==> config.mk <==
export PLATFORM = sky130hd
export DESIGN_NAME = lsu_mem_ctrl
export DESIGN_NICKNAME = d
export VERILOG_FILES = /design/src/rtl/lsu_mem_ctrl_pkg.sv /design/src/rtl/lsu_lane_align.sv /design/src/rtl/lsu_mem_ctrl.sv
export SDC_FILE = /design/constraint.sdc
export NUM_CORES = 1
export LEC_CHECK = 0
export CORE_MARGIN = 1
export CORE_UTILIZATION = 49
export CTS_BUF_LIST = sky130_fd_sc_hd__clkbuf_8
export CTS_CLUSTER_DIAMETER = 80
export CTS_CLUSTER_SIZE = 8
export DETAILED_ROUTE_END_ITERATION = 16
export HOLD_SLACK_MARGIN = 0.02
export MAX_ROUTING_LAYER = met4
export PLACE_DENSITY = 0.83
export SLEW_MARGIN = 10
export SYNTH_ARGS = -nofsm -noshare
export SYNTH_HDL_FRONTEND = slang
export SYNTH_SLANG_ARGS = --single-unit
==> constraint.sdc <==
create_clock -name Clk -period 4.1 [get_ports Clk]
set_input_delay 0.41 -clock Clk [delete_from_list [all_inputs] [get_ports Clk]]
set_output_delay 0.41 -clock Clk [all_outputs]
set_load 0.05 [all_outputs]
==> src/rtl/lsu_mem_ctrl_pkg.sv <==
// rtl/lsu_mem_ctrl_pkg.sv - shared encodings for the load/store memory controller
package lsu_mem_ctrl_pkg;

    localparam logic [1:0] CTL_WORD = 2'b00;
    localparam logic [1:0] CTL_RSVD = 2'b01;
    localparam logic [1:0] CTL_BYTE = 2'b10;
    localparam logic [1:0] CTL_HALF = 2'b11;

    typedef enum logic [1:0] {
        ST_IDLE = 2'b00,
        ST_RD   = 2'b01,
        ST_WR   = 2'b10,
        ST_DONE = 2'b11
    } state_t;

    // A request is rejected when its direction is ambiguous, its size is reserved,
    // or it is not naturally aligned for its size.
    function automatic logic req_is_fault(input logic rd, input logic wr,
                                          input logic [1:0] ctl, input logic [1:0] off);
        logic f;
        f = (rd == wr) || (ctl == CTL_RSVD);
        if (ctl == CTL_WORD && off != 2'b00) f = 1'b1;
        if (ctl == CTL_HALF && off[0])       f = 1'b1;
        return f;
    endfunction

endpackage

==> src/rtl/lsu_lane_align.sv <==
// rtl/lsu_lane_align.sv - big-endian lane select/sign-extend and lane merge
module lsu_lane_align
    import lsu_mem_ctrl_pkg::*;
(
    input  logic [31:0] word,
    input  logic [1:0]  offset,
    input  logic [1:0]  ctl,
    input  logic [31:0] wdata,
    output logic [31:0] load_data,
    output logic [31:0] store_word
);

    // Byte 0 of a word sits in the most significant lane (big-endian).
    always_comb begin
        load_data  = word;
        store_word = wdata;
        case (ctl)
            CTL_BYTE: begin
                case (offset)
                    2'b00: begin
                        load_data  = {{24{word[31]}}, word[31:24]};
                        store_word = {wdata[7:0], word[23:0]};
                    end
                    2'b01: begin
                        load_data  = {{24{word[23]}}, word[23:16]};
                        store_word = {word[31:24], wdata[7:0], word[15:0]};
                    end
                    2'b10: begin
                        load_data  = {{24{word[15]}}, word[15:8]};
                        store_word = {word[31:16], wdata[7:0], word[7:0]};
                    end
                    default: begin
                        load_data  = {{24{word[7]}}, word[7:0]};
                        store_word = {word[31:8], wdata[7:0]};
                    end
                endcase
            end
            CTL_HALF: begin
                if (offset[1]) begin
                    load_data  = {{16{word[15]}}, word[15:0]};
                    store_word = {word[31:16], wdata[15:0]};
                end else begin
                    load_data  = {{16{word[31]}}, word[31:16]};
                    store_word = {wdata[15:0], word[15:0]};
                end
            end
            default: begin
                load_data  = word;
                store_word = wdata;
            end
        endcase
    end

endmodule

==> src/rtl/lsu_mem_ctrl.sv <==
// rtl/lsu_mem_ctrl.sv - single-outstanding load/store initiator with sub-word RMW
module lsu_mem_ctrl
    import lsu_mem_ctrl_pkg::*;
#(
    parameter int ADDR_W = 16
) (
    input  logic              Clk,
    input  logic              Rst,
    input  logic              req_valid,
    output logic              req_ready,
    input  logic              Mem_Read,
    input  logic              Mem_Write,
    input  logic [1:0]        Load_Control,
    input  logic [1:0]        Store_Control,
    input  logic [31:0]       Address,
    input  logic [31:0]       Write_Data,
    output logic              resp_valid,
    input  logic              resp_ready,
    output logic [31:0]       Read_Data,
    output logic              fault,
    output logic [ADDR_W-3:0] mem_addr,
    output logic              mem_re,
    output logic              mem_we,
    output logic [31:0]       mem_wdata,
    input  logic [31:0]       mem_rdata
);

    state_t            state_q, state_n;
    logic [1:0]        off_q, ctl_q;
    logic [31:0]       wdata_q;
    logic              load_q;
    logic              resp_valid_n, fault_n, mem_re_n, mem_we_n;
    logic [31:0]       rdata_n, mem_wdata_n;
    logic [ADDR_W-3:0] mem_addr_n;
    logic [1:0]        req_ctl;
    logic              req_fault, accept;
    logic [31:0]       load_data, store_word;
    logic              unused_addr_hi;

    // Upper address bits do not reach memory, so accesses wrap.
    assign unused_addr_hi = ^Address[31:ADDR_W];

    assign req_ready = (state_q == ST_IDLE);
    assign accept    = req_ready && req_valid;
    assign req_ctl   = Mem_Read ? Load_Control : Store_Control;
    assign req_fault = req_is_fault(Mem_Read, Mem_Write, req_ctl, Address[1:0]);

    // The old word read in RD feeds both the load extract and the store merge.
    lsu_lane_align u_lane_align (
        .word       (mem_rdata),
        .offset     (off_q),
        .ctl        (ctl_q),
        .wdata      (wdata_q),
        .load_data  (load_data),
        .store_word (store_word)
    );

    // Next-state and next-output logic; every output is registered below.
    always_comb begin
        state_n      = state_q;
        resp_valid_n = resp_valid;
        fault_n      = fault;
        rdata_n      = Read_Data;
        mem_wdata_n  = mem_wdata;
        mem_addr_n   = mem_addr;
        mem_re_n     = 1'b0;
        mem_we_n     = 1'b0;
        case (state_q)
            ST_IDLE: begin
                if (req_valid) begin
                    rdata_n    = '0;
                    fault_n    = 1'b0;
                    mem_addr_n = Address[ADDR_W-1:2];
                    if (req_fault) begin
                        state_n      = ST_DONE;
                        resp_valid_n = 1'b1;
                        fault_n      = 1'b1;
                    end else if (Mem_Read || Store_Control != CTL_WORD) begin
                        state_n  = ST_RD;
                        mem_re_n = 1'b1;
                    end else begin
                        state_n     = ST_WR;
                        mem_we_n    = 1'b1;
                        mem_wdata_n = Write_Data;
                    end
                end
            end
            ST_RD: begin
                if (load_q) begin
                    rdata_n      = load_data;
                    resp_valid_n = 1'b1;
                    state_n      = ST_DONE;
                end else begin
                    mem_wdata_n = store_word;
                    mem_we_n    = 1'b1;
                    state_n     = ST_WR;
                end
            end
            ST_WR: begin
                resp_valid_n = 1'b1;
                state_n      = ST_DONE;
            end
            ST_DONE: begin
                if (resp_ready) begin
                    resp_valid_n = 1'b0;
                    state_n      = ST_IDLE;
                end
            end
            default: state_n = ST_IDLE;
        endcase
    end

    // State and output registers; reset abandons any in-flight access at once.
    always_ff @(posedge Clk or posedge Rst) begin
        if (Rst) begin
            state_q    <= ST_IDLE;
            resp_valid <= 1'b0;
            fault      <= 1'b0;
            Read_Data  <= '0;
            mem_wdata  <= '0;
            mem_addr   <= '0;
            mem_re     <= 1'b0;
            mem_we     <= 1'b0;
        end else begin
            state_q    <= state_n;
            resp_valid <= resp_valid_n;
            fault      <= fault_n;
            Read_Data  <= rdata_n;
            mem_wdata  <= mem_wdata_n;
            mem_addr   <= mem_addr_n;
            mem_re     <= mem_re_n;
            mem_we     <= mem_we_n;
        end
    end

    // Request fields captured at accept for use by the later access phases.
    always_ff @(posedge Clk or posedge Rst) begin
        if (Rst) begin
            off_q   <= '0;
            ctl_q   <= CTL_WORD;
            wdata_q <= '0;
            load_q  <= 1'b0;
        end else if (accept) begin
            off_q   <= Address[1:0];
            ctl_q   <= req_ctl;
            wdata_q <= Write_Data;
            load_q  <= Mem_Read;
        end
    end

endmodule
==> metrics.json <==
{
  "gpl.final_weighted_congestion": 0.923,
  "slew_headroom_pct": 30.4,
  "finalCoreUtilization_pct": 67.2,
  "syn2layout_area_growth_pct": 34.3,
  "synth-main-ff-cell": "dfrtp_1",
  "ys_types": 58,
  "fin_crit_ns": 2.68,
  "critical_path.cell_chain": "inv_1 -> ha_1 -> clkdlybuf4s50_1",
  "globalRouteTotalUtil_pct": 29.9,
  "drt_iter0_markers": 547,
  "worstPathRequired_ns": 3.69,
  "cts_tree": "yes",
  "die-area_um2": 13300,
  "drc_errors": 0,
  "max_clock_freq_ghz": 0.373,
  "routedWlPerCell_um": 18.6,
  "worstSetupEndpointType": "primary output",
  "root_buffer": "clkbuf_8",
  "timing.clock.skew_ns": 0.0130,
  "ys_async_sr_fraction_pct": 100,
  "hold_class": "input pin to async pin",
  "worst_path_dominant_cell_family": "buffers and inverters",
  "timing.critical_path.arrival_ns": 2.27,
  "timing_hold_violations_final": 0,
  "count_of_antenna_violating_nets_left_after_detailed_routing": 0,
  "core_um2": 12600,
  "worst_pin_slew_ns": 1.04,
  "route.vias.total": 5680,
  "slowest_stage": "clkdlybuf4s50_1",
  "gr-total-overflow": 0,
  "max_cap_violations": 0,
  "setup_viol_count_final": 0,
  "numCtsBuffers": 17,
  "final.period_utilization_pct": 65.4,
  "worst-path-max-fanout": 12,
  "synth_seq_area_share_pct": 48.1,
  "cts.clk_slew.worst_paths_ns": 0.07,
  "final_max_slew_viols": 0,
  "detail_route.vias_per_cell": 5.75,
  "place.port_buffers": 172,
  "vdd.ir_drop.worst_mv": 0.567,
  "ys_seq_elements": 121,
  "yosys_warnings": 0,
  "most_repeated_cell_in_the_gate_level_netlist_after_synthesis": "dfrtp_1",
  "mappedNetlistNets": 760,
  "grt_start_max_net_pins": 63,
  "netlist_instances": 650,
  "fillCellCount": 960,
  "final.setup.tns_ns": 0,
  "start_util_pct": 50.1,
  "postRouteWirelength_mm": 18.3,
  "outcome": "completed",
  "cts_sinks": 121,
  "synth_area_per_cell_um2": 9.68,
  "detailed_place_hpwl_mm": 13.4,
  "crit_path_max_incr_delay_ns": 0.88,
  "grt_pass1_wl_mm": 28.8,
  "design.final.nets": 913,
  "rsz0062_at_grt": "false",
  "clkLatencyLatePin_ns": 0.46,
  "std_cell_rows": 41,
  "netlist_top_cells_count": "121 x dfrtp_1, 98 x nand2_1, 53 x o21ai_1",
  "post_synthesis_cell_area_um2": 6290,
  "cts_resized": 0,
  "yosys-top-cells-area": "dfrtp_1 48%, mux2_2 9.1%, nand2_1 5.8%",
  "postCtsHoldBufs": 0,
  "die_width_um": 115,
  "first_global_vias": 5502,
  "ctsHtreeMaxLevel": 4,
  "count_of_tritonroute_iterations_in_the_first_routing_pass": 5,
  "floorplan.io_pins": 189,
  "drive_gt1_share_pct": 12.7,
  "die_outline_height_um": 115,
  "synth_edf_count": 0,
  "longest_clk_path_bufs": 2,
  "synth.top_cell.area_share_pct": 48.1,
  "power.leakage_nw": 3.64,
  "postCtsSetupBuffers": 0,
  "critPathLaunchType": "flop",
  "synth.largest_area_cell": "dfrtp_1",
  "antennaDiodeCount": 0,
  "antenna_violations_before_repair": 0,
  "p_per_area_nw_per_um2": 870,
  "setup.worst_path.class": "flop to primary output",
  "path_buf_inv": 2
}
cell families (layout without fill, tap and decap cells):
logic type / after synthesis / count (layout) / share of synthesized area [%]
muxes: 63 / 63 / 11.3
AOI/OAI and AO/OA: 197 / 197 / 20.7
DFF: 121 / 121 / 48.1
and+or+nand+nor: 200 / 200 / 14.3
buffers and inverters: 65 / 231 / 4.93
adders and majority gates: 4 / 4 / 0.795
through the flow:
step / setup slack [ns] / cells / total power, mW / hold slack (ns) / cell area (um2)
floorplan: 0.476 / 650 / 5.10 / 0.479 / 6290
global placement: 1.58 / 956 / 6.16 / 0.466 / 8070
detailed placement: 1.49 / 956 / 6.30 / 0.473 / 8070
CTS: 1.41 / 988 / 7.36 / 0.470 / 8450
global route: 1.32 / 988 / 7.77 / 0.506 / 8450
finish: 1.42 / 988 / 7.36 / 0.436 / 8450
layout make-up:
class                      count  area, um2  area share (%)
timing repair buffer         180       1790            21.2
inverter                      19       73.8           0.873
multi-input combinational    464       2960            35.0
sequential                   121       3030            35.8
clock buffer                  18        248            2.93
tap                          172        215            2.55
clock inverter                14        133            1.57
registers in the layout (all words and copies together), names as in the netlist:
name,flops
Read_Data,32
ctl_q,2
fault,1
load_q,1
mem_addr,14
mem_re,1
mem_wdata,32
mem_we,1
off_q,2
resp_valid,1
state_q,2
wdata_q,32
cells in the final DEF, fill, tap and decap left out, types with 3 or more instances in the layout:
master,synthesis,layout
a21o_1,10,10
o21ai_1,53,53
o31ai_1,4,4
nand2b_1,4,4
clkdlybuf4s50_1,0,172
a22o_1,11,11
nand3_1,4,4
a311oi_1,6,6
clkinv_4,0,3
a21boi_0,7,7
a22oi_1,6,6
nor3_1,10,10
nand2_1,98,97
buf_4,5,7
nand4_1,4,4
ha_1,4,4
dfrtp_1,121,120
clkinv_2,0,7
o21ai_0,33,33
nor2_1,49,49
mux2_2,51,51
nor2b_1,10,10
clkbuf_8,0,18
mux2i_1,10,10
inv_1,18,18
a211oi_1,6,6
and3_1,4,4
a221o_1,13,13
a21oi_1,20,20
o221ai_1,7,7
a221oi_1,8,8
worst paths after layout:
| path | startpoint | endpoint | slack, ns | cells after the start |
|---|---|---|---|---|
| setup / recovery | state_q[0] | req_ready | 1.42 | 3 |
| hold / removal | Rst | mem_wdata[28] | 0.44 | 2 |
| setup reg to reg | state_q[1] | mem_wdata[12] | 1.52 | 8 |
| hold reg to reg | Read_Data[27] | Read_Data[27] | 0.48 | 2 |
| max in group asynchronous | Rst | wdata_q[22] | 2.86 | 3 |
| min in group Clk | Read_Data[27] | Read_Data[27] | 0.48 | 2 |
per-layer routing:
layer,vias to the layer above,wire [um],global-route usage [%]
li1,2638,-,-
met1,2746,7880,37.8
met2,248,8550,46.0
met3,48,1320,6.80
met4,0,588,12.8
met5,-,0,-
power breakdown:
part,switching [mW],internal (mW)
registers,0.486,1.72
clock network,0.498,0.546
logic,2.58,1.53
total,3.56,3.80
Power figures use the tool's default switching activity.
